$ cat src/rtl/pc_sequencer_if.sv
// Fetch-side bundle between the PC sequencer and its driver/consumer.
interface pc_sequencer_if #(
  parameter int WIDTH = 16
);
  logic             jump_en;
  logic [WIDTH-1:0] jump_addr;
  logic             halt;
  logic             fetch_ready;
  logic [WIDTH-1:0] pc;
  logic             pc_valid;
  logic             jump_pending;

  modport master (
    output jump_en, jump_addr, halt, fetch_ready,
    input  pc, pc_valid, jump_pending
  );

  modport slave (
    input  jump_en, jump_addr, halt, fetch_ready,
    output pc, pc_valid, jump_pending
  );
endinterface

$ cat src/rtl/pc_sequencer.sv
// Program-counter sequencer: fixed-step advance, jump redirects, halt, and a
// valid/ready offer of the current PC to the fetch stage.
module pc_sequencer #(
  parameter int               WIDTH        = 16,
  parameter logic [WIDTH-1:0] RESET_VECTOR = '0,
  parameter int unsigned      STEP         = 1
) (
  input  logic          clk,
  input  logic          rst,
  pc_sequencer_if.slave bus
);
  localparam logic [WIDTH-1:0] L_STEP = WIDTH'(STEP);

  typedef enum logic [1:0] {BOOT, RUN, HALTED} state_t;

  state_t           r_state;
  logic [WIDTH-1:0] r_pc;
  logic [WIDTH-1:0] r_tgt;
  logic             r_pc_valid;
  logic             r_pend;

  logic             w_accept;
  logic [WIDTH-1:0] w_adv_pc;
  logic [WIDTH-1:0] w_halt_pc;

  assign w_accept  = r_pc_valid & bus.fetch_ready;
  // Fresh jump beats a latched target, which beats the sequential step.
  assign w_adv_pc  = bus.jump_en ? bus.jump_addr :
                     r_pend      ? r_tgt         : r_pc + L_STEP;
  // Entering HALTED without an accept: fold any redirect into pc now.
  assign w_halt_pc = bus.jump_en ? bus.jump_addr :
                     r_pend      ? r_tgt         : r_pc;

  always_ff @(posedge clk) begin
    if (rst) begin
      r_state    <= BOOT;
      r_pc       <= RESET_VECTOR;
      r_tgt      <= '0;
      r_pc_valid <= 1'b0;
      r_pend     <= 1'b0;
    end else begin
      case (r_state)
        BOOT: begin
          if (bus.jump_en) r_pc <= bus.jump_addr;
          r_pend     <= 1'b0;
          r_state    <= bus.halt ? HALTED : RUN;
          r_pc_valid <= ~bus.halt;
        end
        RUN: begin
          if (w_accept) begin
            r_pc   <= w_adv_pc;
            r_pend <= 1'b0;
          end else if (bus.halt) begin
            r_pc   <= w_halt_pc;
            r_pend <= 1'b0;
          end else if (bus.jump_en) begin
            r_tgt  <= bus.jump_addr;
            r_pend <= 1'b1;
          end
          if (bus.halt) begin
            r_state    <= HALTED;
            r_pc_valid <= 1'b0;
          end
        end
        HALTED: begin
          if (bus.jump_en) begin
            r_pc   <= bus.jump_addr;
            r_pend <= 1'b0;
          end
          if (!bus.halt) begin
            r_state    <= RUN;
            r_pc_valid <= 1'b1;
          end
        end
        default: begin
          r_state    <= BOOT;
          r_pc_valid <= 1'b0;
          r_pend     <= 1'b0;
        end
      endcase
    end
  end

  assign bus.pc           = r_pc;
  assign bus.pc_valid     = r_pc_valid;
  assign bus.jump_pending = r_pend;
endmodule

$ cat src/flat_wrapper.sv
// flat-port wrapper written by rule: the top's interface ports become plain ports
module pc_sequencer_flat 
#(
  parameter int               WIDTH        = 16,
  parameter logic [WIDTH-1:0] RESET_VECTOR = '0,
  parameter int unsigned      STEP         = 1
)
  (clk, rst, bus_jump_en, bus_jump_addr, bus_halt, bus_fetch_ready, bus_pc, bus_pc_valid, bus_jump_pending);
  pc_sequencer_if #(.WIDTH(WIDTH)) bus_i ();
  input  logic clk;
  input  logic rst;
  input wire logic [$bits(bus_i.jump_en)-1:0] bus_jump_en;
  input wire logic [$bits(bus_i.jump_addr)-1:0] bus_jump_addr;
  input wire logic [$bits(bus_i.halt)-1:0] bus_halt;
  input wire logic [$bits(bus_i.fetch_ready)-1:0] bus_fetch_ready;
  output wire logic [$bits(bus_i.pc)-1:0] bus_pc;
  output wire logic [$bits(bus_i.pc_valid)-1:0] bus_pc_valid;
  output wire logic [$bits(bus_i.jump_pending)-1:0] bus_jump_pending;
  assign bus_i.jump_en = bus_jump_en;
  assign bus_i.jump_addr = bus_jump_addr;
  assign bus_i.halt = bus_halt;
  assign bus_i.fetch_ready = bus_fetch_ready;
  assign bus_pc = bus_i.pc;
  assign bus_pc_valid = bus_i.pc_valid;
  assign bus_jump_pending = bus_i.jump_pending;
  pc_sequencer #(.WIDTH(WIDTH), .RESET_VECTOR(RESET_VECTOR), .STEP(STEP)) u_core (.clk(clk), .rst(rst), .bus(bus_i));
endmodule
$ cat config.mk
export PLATFORM = sky130hd
export DESIGN_NAME = pc_sequencer_flat
export DESIGN_NICKNAME = d
export VERILOG_FILES = /design/src/rtl/pc_sequencer_if.sv /design/src/rtl/pc_sequencer.sv /design/src/flat_wrapper.sv
export SDC_FILE = /design/constraint.sdc
export NUM_CORES = 1
export LEC_CHECK = 0
export ABC_AREA = 1
export CAP_MARGIN = 20
export CORE_UTILIZATION = 40
export DETAILED_ROUTE_END_ITERATION = 8
export GPL_TIMING_DRIVEN = 0
export PLACE_DENSITY = 0.74
export REMOVE_ABC_BUFFERS = 1
export SYNTH_ARGS = -nofsm -noshare
export SYNTH_HDL_FRONTEND = slang
export SYNTH_SLANG_ARGS = --single-unit
$ cat constraint.sdc
create_clock -name clk -period 1.8 [get_ports clk]
set_input_delay 0.18 -clock clk [delete_from_list [all_inputs] [get_ports clk]]
set_output_delay 0.18 -clock clk [all_outputs]
set_load 0.1 [all_outputs]
# == Word-level counts from Yosys, hierarchy flattened ==
# Index checks and enable logic that the tools add are counted.
# op_classes
div_mod_pow,0
bitwise,3
n_addsub,1
shift,0
order_cmp,0
n_reduce_logical,7
n_mux,20
eq_ne,9
multipliers,0
# op_table
cell,count
two-way mux 16 bit,7
one-hot mux 16 bit (2 select lines),1
"adder 16 x 1 -> 16 bit, second input constant",1
AND reduction 4 bit,2
two-way mux 1 bit,6
two-way mux 2 bit,3
"inequality test 2 bit, second input constant",3
one-hot mux 2 bit (3 select lines),1
"inequality test 4 x 2 -> 1 bit, second input constant",1
"inequality test 4 x 3 -> 1 bit, second input constant",1
AND reduction 2 bit,2
"inequality test 3 x 2 -> 1 bit, second input constant",1
one-hot mux 1 bit (3 select lines),1
"equality test 2 x 1 -> 1 bit, second input constant",1
"equality test 2 bit, second input constant",1
logical NOT 2 bit,1
"inequality test 2 x 1 -> 1 bit, second input constant",1
inverter 1 bit,2
one-hot mux 1 bit (2 select lines),1
nonzero test 2 bit,1
OR reduction 2 bit,1
AND 1 bit,1
# word_totals
out_inout_bits,18
input_bits,21
ram_bits,0
wordCells,45
memories,0
regBits,36
rom_bits,0
latchBits,0

# == Depth between registers and ports, before layout ==
# Gate-level depths: netlist of the first run.
# depth
ltp_word,5
mapped_depth,11
ltp_nobuf,11

# == Worst setup path before layout of the first run ==
# Ideal clock, no wire load.
# synth_path
path_kind,reg-to-reg
start,register u_core.r_pc[0] (netlist: u_core.bus.pc[0])
end,register u_core.r_pc[14] (netlist: u_core.bus.pc[14])
n_path_buf,0
arrival_ns,2.074
required_ns,1.668
path_stages_with_launch,11
setup_slack_ns,-0.407
period_less_slack_ns,2.207
setup_ns,0.132
path_cell_list,dfxtp_1 ha_1 nand3_2 nor2_2 nand3_1 nand2_1 nand3_1 nand2_1 nand2_1 nand2_1 a21oi_1
# synth_via
elab_chain_cells,5
# synth_rtl
element,line,source
start: declaration,pc_sequencer.sv:17,logic [WIDTH-1:0] r_pc;
start signal: assignment,pc_sequencer.sv:44,if (bus.jump_en) r_pc <= bus.jump_addr;
start signal: assignment,pc_sequencer.sv:51,r_pc <= w_adv_pc;
start signal: assignment,pc_sequencer.sv:54,r_pc <= w_halt_pc;
adder 16 x 1 -> 16 bit,pc_sequencer.sv:29,r_pend ? r_tgt : r_pc + L_STEP;
two-way mux 16 bit,pc_sequencer.sv:29,
two-way mux 16 bit,pc_sequencer.sv:28,assign w_adv_pc = bus.jump_en ? bus.jump_addr :
two-way mux 16 bit,pc_sequencer.sv:50,if (w_accept) begin
one-hot mux 16 bit (2 select lines),pc_sequencer.sv:42,case (r_state)
# Every way passes these cells.
# A chain may end at the register's enable or synchronous reset.

# == Final worst setup path of the first run ==
# layout_path
start,register u_core.r_pc[8] (netlist: u_core.bus.pc[8])
end,output port bus_pc[8]
# layout_lines
element,line,source
end: declaration,flat_wrapper.sv:16,output wire logic [$bits(bus_i.pc)-1:0] bus_pc;
# No word-level cell between the ends.

==> flow_summary_export.csv, run 1 <==
group,metric,value,unit
hold_path,whs_path_depth,3,
die,pin_count,39,
power,pwr_density_cell,808,nW/um^2
global_route,grt_overflow,0,
critical_path,slowest_delay,0.86,ns
clock_network,clkSinkCount,36,
yosys,ys_ff_latch,36,
die,initial_core_util,0.426,
detailed_routing,drc,0,
detailed_routing,drtIter0Drc,133,
clock_network,cts_tree,"done",
timing,hold_viol,0,
yosys,syn_inst,337,
yosys,synth_xor_area_frac,0.0118,
critical_path,rr_worst_depth,8,
yosys,muxShareOfSynthArea,0,
placed_design,port_buffers,38,
power,clkPwrFrac,0.293,
clock_network,holdBufCountCts,0,
yosys,synth_compound_area_frac,0.230,
timing,slew_violations,0,
power,p_leak,1.07,nW
yosys,synth_area_leaders,"dfxtp_1 32%, nand2_1 11%, a21oi_1 7.6%, nor2_1 7.6%, o21ai_1 6.1%",
critical_path,worstReg2RegStart,"u_core.bus.pc_valid",
die,die-height,76.7,um
final_layout,n_antenna_cell,0,
critical_path,worstPathArrival,1.58,ns
global_route,grt_max_degree,27,
power,power_frac_seq,0.424,
critical_path,reg2reg_to,"u_core.bus.pc[2]",
placed_design,gp_congestion,0.845,
timing,max_slew.worst_pin.slew,0.959,ns
detailed_routing,postRouteWirelength,5530,um
power,internal_power,0.00134,W
critical_path,path_cells,"clkdlybuf4s15_1",
yosys,synth_area_leader_cell,"dfxtp_1",
critical_path,crit_buf_inv,1,
critical_path,critical_path_class,"reg2out",
clock_network,cts_setup_buffers,0,
detailed_routing,first_pass_iters,4,
global_route,grt_usage,0.198,
timing,grt_setup_unrepaired,"false",
hold_path,hold_end,"u_core.bus.jump_pending",
clock_network,clk_latency,0.30,ns
timing,min_period_over_period,0.979,
hold_path,hp-start,"bus_jump_en",
yosys,synth_cell_type_count,33,
detailed_routing,postRouteAntennaNets,0,
critical_path,r2r_setup_slack,0.18,ns
yosys,synth_top_family_by_area,"simple AND/OR/NAND/NOR gates",
final_layout,final_layout_size_suffix_gt1_frac,0.131,
yosys,synthSimpleGateAreaFrac,0.316,
clock_network,root_buffer,"clkbuf_8",
power,p_sw_frac,0.377,
detailed_routing,wire_per_inst,12.7,um
timing,max_clock_freq,568,MHz
power,comb_power_share,0.283,
die,rows,26,
job,maxCapViolCount,0,
critical_path,path_delay_family,"buffers and inverters",
yosys,yosysWarnings,0,
critical_path,endpoint_kind,"output pin",
timing,setup_viol,0,
final_layout,nFillCells,520,
die,die_w,76.7,um
global_route,grt_pass1_wl,9480,um
critical_path,required,1.62,ns
final_layout,area_growth,19.6,%
hold_path,hp-class,"in2reg",
power,ir_drop,0.343,mV
placed_design,dp.final_hpwl,3840,um
yosys,ys_seq_area_frac,0.323,
clock_network,numCtsBuffers,5,
power,p_switching,0.000813,W
power,totalPowerFinal,0.00216,W
yosys,synth_fa_ha_area_frac,0.00560,
timing,slew_headroom,0.363,
critical_path,crit_path_start_kind,"flop",
clock_network,cts_htree_levels,2,
timing,post-route-min-period,1.76,ns
die,coreArea,5240,um^2
status,status,"complete, no violations",
timing,finClkSkew,0.00609,ns
clock_network,ctsLongestPathBuffers,2,
clock_network,clk_pin_slew,0.07,ns
yosys,syn_area,2230,um^2
global_route,grt_pass1_vias,2095,
yosys,syn_avg_cell_area,6.63,um^2
final_layout,nets,389,
yosys,synth.top_cell.area_share,0.323,
global_route,antenna_found_initial,0,
timing,holdWs,0.408,ns
detailed_routing,via_per_inst,5.14,
critical_path,slowest_stage,"clkdlybuf4s15_1",
die,die-area,5890,um^2
critical_path,path_max_fanout,5,
detailed_routing,dr_total_vias,2244,
==> logic make-up (layout without fill, tap and decap cells) <==
logic type	after synthesis	after routing
DFF	36	36
buffers and inverters	55	85
AOI/OAI and AO/OA	89	89
xor gates and xnor gates	3	3
adders and majority gates	1	1
and+or+nand+nor	153	153
==> cell usage in the layout (no fill, tap or decap) <==
| cell | Yosys | final |
|---|---|---|
| clkbuf_8 | 0 | 7 |
| inv_1 | 34 | 34 |
| nor2_4 | 3 | 3 |
| nor2_8 | 1 | 1 |
| nand3_4 | 1 | 1 |
| nand4_1 | 3 | 3 |
| nor3_1 | 8 | 8 |
| a21oi_2 | 6 | 6 |
| dfxtp_2 | 0 | 3 |
| o221ai_1 | 2 | 2 |
| o21ai_1 | 27 | 27 |
| clkdlybuf4s15_1 | 0 | 6 |
| inv_4 | 2 | 3 |
| nor2_2 | 4 | 4 |
| clkdlybuf4s15_2 | 0 | 3 |
| inv_2 | 4 | 3 |
| clkdlybuf4s50_1 | 0 | 19 |
| a211oi_1 | 8 | 8 |
| nand2_2 | 2 | 2 |
| xnor2_1 | 1 | 1 |
| o21ai_0 | 5 | 5 |
| o21ai_2 | 1 | 1 |
| dlygate4sd2_1 | 0 | 3 |
| nand2_1 | 67 | 67 |
| nor2_1 | 45 | 45 |
| xor2_1 | 2 | 2 |
| nand2_4 | 2 | 2 |
| a31oi_1 | 1 | 1 |
| nand3_1 | 15 | 15 |
| nand3_2 | 2 | 2 |
| dfxtp_1 | 36 | 33 |
| clkbuf_2 | 0 | 7 |
| a221oi_1 | 1 | 1 |
| a21oi_1 | 34 | 34 |
| ha_1 | 1 | 1 |
| o211ai_1 | 4 | 4 |
==> cell usage after synthesis (all sizes together) <==
cell	n
nand2	71
nor2	53
a21oi	40
inv	40
dfxtp	36
o21ai	33
nand3	18
buf	11
a211oi	8
nor3	8
clkbuf	4
o211ai	4
nand4	3
o221ai	2
xor2	2
a221oi	1
a31oi	1
ha	1
xnor2	1
==> state kept, by name, indices dropped and copies added (netlist names) <==
| signal | cells |
|---|---|
| u_core.r_tgt | 16 |
| u_core.bus.jump_pending | 1 |
| u_core.bus.pc_valid | 1 |
| u_core.r_state | 2 |
| u_core.bus.pc | 16 |
==> how the worst max path moves through the flow <==
stage | startpoint | endpoint | slack (ns) | cells past startpoint
detailed placement | bus_jump_en | u_core.bus.pc[2] | -0.51 | 7
global placement | bus_jump_en | u_core.bus.pc[2] | -0.53 | 7
CTS | u_core.bus.pc[9] | bus_pc[9] | 0.007 | 1
floorplan | u_core.bus.pc[0] | u_core.bus.pc[14] | -0.40 | 10
finish | u_core.bus.pc[8] | bus_pc[8] | 0.04 | 1
global route | u_core.bus.pc[1] | bus_pc[1] | 0.003 | 1
==> final cells by class <==
type / instances / area, um^2 / area share
Timing Repair Buffer: 38 / 345 / 0.129
Inverter: 40 / 158 / 0.0590
Tap cell: 70 / 87.6 / 0.0328
Multi-Input combinational cell: 246 / 1260 / 0.471
Sequential cell: 36 / 724 / 0.271
Clock buffer: 7 / 96.3 / 0.0361
==> layer usage <==
layer,GRT usage,wire length (um),vias to the layer above
met4,0.0788,95,0
li1,-,-,1172
met1,0.247,2510,1009
met5,0,0,-
met3,0.0393,281,10
met2,0.333,2650,53
==> power by group through the flow <==
stage	logic, W	clock network, W	registers [W]
floorplan	0.000200	0	0.00118
global placement	0.000626	0	0.000930
detailed placement	0.000631	0	0.000931
CTS	0.000612	0.000644	0.000912
global route	0.000653	0.000675	0.000925
finish	0.000611	0.000632	0.000914
==> worst min-delay path: cells and delay by family <==
kind / cells / cell delay (ns)
compound gates: 1 / 0.06
buf+inv: 1 / 0.22
simple gates: 1 / 0.19
==> metrics by stage <==
step           utilization  worst slack [ns]  std cells  cell area, um^2  TNS (ns)
2_1_floorplan            -            -0.401        322             2130     -5.49
3_3_place_gp         0.497            -0.525        430             2600     -9.11
3_5_place_dp         0.497            -0.512        430             2600     -9.18
4_1_cts              0.513           0.00686        437             2690         0
5_1_grt              0.510           0.00300        437             2670         0
6_report             0.510            0.0380        437             2670         0
==> what timing repair did <==
item / 4_1_cts / 5_1_grt
gates resized for setup: 29 / 20
endpoints found under the setup margin: 32 / 22
hold endpoints to repair: 0 / 0
cloned: 0 / 0
Power figures use the tool's default switching activity.
==> run 2: changes to the inputs <==
--- a/config.mk
+++ b/config.mk
@@ -7,10 +7,12 @@
 export LEC_CHECK = 0
 export ABC_AREA = 1
 export CAP_MARGIN = 20
-export CORE_UTILIZATION = 40
+export CELL_PAD_IN_SITES_DETAIL_PLACEMENT = 0
+export CELL_PAD_IN_SITES_GLOBAL_PLACEMENT = 2
+export CORE_UTILIZATION = 28
 export DETAILED_ROUTE_END_ITERATION = 8
 export GPL_TIMING_DRIVEN = 0
-export PLACE_DENSITY = 0.74
+export PLACE_DENSITY = 0.89
 export REMOVE_ABC_BUFFERS = 1
 export SYNTH_ARGS = -nofsm -noshare
 export SYNTH_HDL_FRONTEND = slang
==> constraint.sdc (replaced) <==
create_clock -name clk -period 1.8 [get_ports clk]
set_input_delay 0.18 -clock clk [delete_from_list [all_inputs] [get_ports clk]]
set_output_delay 0.18 -clock clk [all_outputs]
set_load 0.05 [all_outputs]
==> run 2 against run 1 <==
Effect of this change: sequential share of layout area is 1.1 points lower; via count is 1.4% lower; combinational power is 19% lower; worst hold slack worse by 0.021 ns; sequential power hardly changed; design area is 4.4% higher; die area is 42% higher; highest routed layer unchanged.
==> flow_summary_export.csv, run 2 (synthesized netlist as in run 1, its figures left out) <==
group,metric,value,unit
clock_network,post_cts_resized,5,
detailed_routing,via_per_inst,4.71,
die,die-area,8340,um^2
global_route,grt_pass1_vias,2023,
detailed_routing,first_pass_iters,4,
placed_design,dp.final_hpwl,4320,um
detailed_routing,highest_layer,"met4",
placed_design,gp_congestion,0.727,
die,die_w,91.3,um
placed_design,port_buffers,38,
critical_path,rr_worst_depth,8,
detailed_routing,postRouteWirelength,6080,um
clock_network,root_buffer,"clkbuf_8",
timing,hold_viol,0,
detailed_routing,met2_length,2910,um
final_layout,final_common_cell,"nand2_1",
global_route,antenna_found_initial,0,
critical_path,critical_path_class,"reg2out",
critical_path,worstReg2RegStart,"u_core.bus.pc_valid",
critical_path,crit_path_start_kind,"flop",
detailed_routing,wl_met3,163,um
power,power_frac_seq,0.413,
hold_path,hp-class,"in2reg",
critical_path,path_delay_family,"buffers and inverters",
critical_path,endpoint_kind,"output pin",
hold_path,hp-start,"rst",
detailed_routing,dr_total_vias,2212,
power,totalPowerFinal,0.00221,W
final_layout,final_cell_mix,"67 x nand2_1, 45 x nor2_1, 34 x a21oi_1, 33 x inv_1, 33 x dfxtp_1",
timing,setup_viol,0,
placed_design,placed_area,2640,um^2
power,ir_drop,0.258,mV
power,p_sw_frac,0.317,
clock_network,clk_latency,0.29,ns
power,internal_power,0.00151,W
clock_network,cts_tree,"done",
final_layout,final_layout_size_suffix_gt1_frac,0.111,
die,initial_core_util,0.289,
job,maxCapViolCount,0,
die,die-height,91.3,um
clock_network,clkSinkCount,36,
final_layout,fin_util,0.361,
clock_network,clk_pin_slew,0.08,ns
timing,slew_headroom,0.627,
power,p_switching,0.000703,W
die,coreArea,7730,um^2
hold_path,whs_path_depth,2,
final_layout,area_growth,24.8,%
timing,post-route-min-period,1.74,ns
detailed_routing,drtIter0Drc,103,
clock_network,holdBufCountCts,0,
status,status,"complete, no violations",
detailed_routing,wl_met1,2930,um
detailed_routing,postRouteAntennaNets,0,
timing,fin_ws,0.0560,ns
critical_path,path_max_fanout,6,
critical_path,reg2reg_to,"u_core.bus.pc[2]",
die,pin_count,39,
timing,slew_violations,0,
critical_path,slowest_stage,"clkdlybuf4s50_1",
clock_network,cts_htree_levels,2,
clock_network,numCtsBuffers,5,
power,comb_power_share,0.224,
global_route,grt_pass1_wl,9750,um
timing,finClkSkew,0.00505,ns
timing,max_slew.worst_pin.slew,0.559,ns
final_layout,nets,389,
critical_path,crit_buf_inv,1,
detailed_routing,wire_per_inst,12.9,um
die,rows,32,
final_layout,fin_area,2790,um^2
critical_path,required,1.62,ns
global_route,grt_overflow,0,
power,clkPwrFrac,0.363,
final_layout,n_antenna_cell,0,
timing,min_period_over_period,0.969,
timing,grt_setup_unrepaired,"false",
timing,holdWs,0.387,ns
critical_path,worstPathArrival,1.56,ns
detailed_routing,drc,0,
critical_path,r2r_setup_slack,0.19,ns
power,p_leak,1.16,nW
clock_network,ctsLongestPathBuffers,2,
global_route,grt_usage,0.148,
timing,max_clock_freq,573,MHz
power,pwr_density_cell,795,nW/um^2
critical_path,slowest_delay,0.84,ns
hold_path,hold_end,"u_core.r_state[1]",
clock_network,cts_setup_buffers,0,
placed_design,pre_cts_ws,-0.594,ns
critical_path,path_cells,"clkdlybuf4s50_1",
global_route,grt_max_degree,27,
-- run 2: cell count changes in the layout (fill, tap and decap cells not counted), moves of 3 or more --
cell	change
dlymetal6s2s_1	+7
clkdlybuf4s50_1	+8
clkdlybuf4s15_1	-6
clkbuf_2	-6
clkdlybuf4s15_2	-3
-- run 2: power by group through the flow --
| stage | combinational (W) | clock [W] | sequential [W] |
|---|---|---|---|
| after global routing | 0.000539 | 0.000857 | 0.000924 |
| after CTS | 0.000499 | 0.000825 | 0.000915 |
| after global placement | 0.000498 | 0 | 0.000935 |
| after detailed placement | 0.000501 | 0 | 0.000933 |
| final | 0.000497 | 0.000804 | 0.000914 |
| after floorplan | 0.000199 | 0 | 0.00104 |
-- run 2: worst max-delay path by stage --
stage / from / end / slack [ns] / cells after the start
final: u_core.bus.pc[12] / bus_pc[12] / 0.06 / 1
after global routing: u_core.bus.pc[10] / bus_pc[10] / 0.002 / 1
after CTS: bus_jump_en / u_core.bus.pc[2] / 0.006 / 7
after detailed placement: bus_jump_en / u_core.bus.pc[2] / -0.59 / 7
after global placement: bus_jump_en / u_core.bus.pc[2] / -0.56 / 7
after floorplan: u_core.bus.pc[0] / u_core.bus.pc[14] / 0.003 / 10
-- run 2: layer usage --
metal	GRT usage	up-vias
met2	0.251	32
met4	0.0476	0
met1	0.190	1006
li1	-	1166
met3	0.0268	8
met5	0	-
-- run 2: through the flow --
stage	setup TNS [ns]	instances
2_1_floorplan	0	322
3_3_place_gp	-10.64	462
3_5_place_dp	-11.06	462
4_1_cts	0	470
5_1_grt	0	470
6_report	0	470
-- run 2: area by class of cell --
type / instances / area (um^2)
clock buffer: 7 / 96.3
multi-input combinational: 246 / 1260
sequential: 36 / 724
clock inverter: 1 / 30.0
tap: 102 / 128
timing repair buffer: 38 / 389
fill: 843 / 4940
inverter: 40 / 161
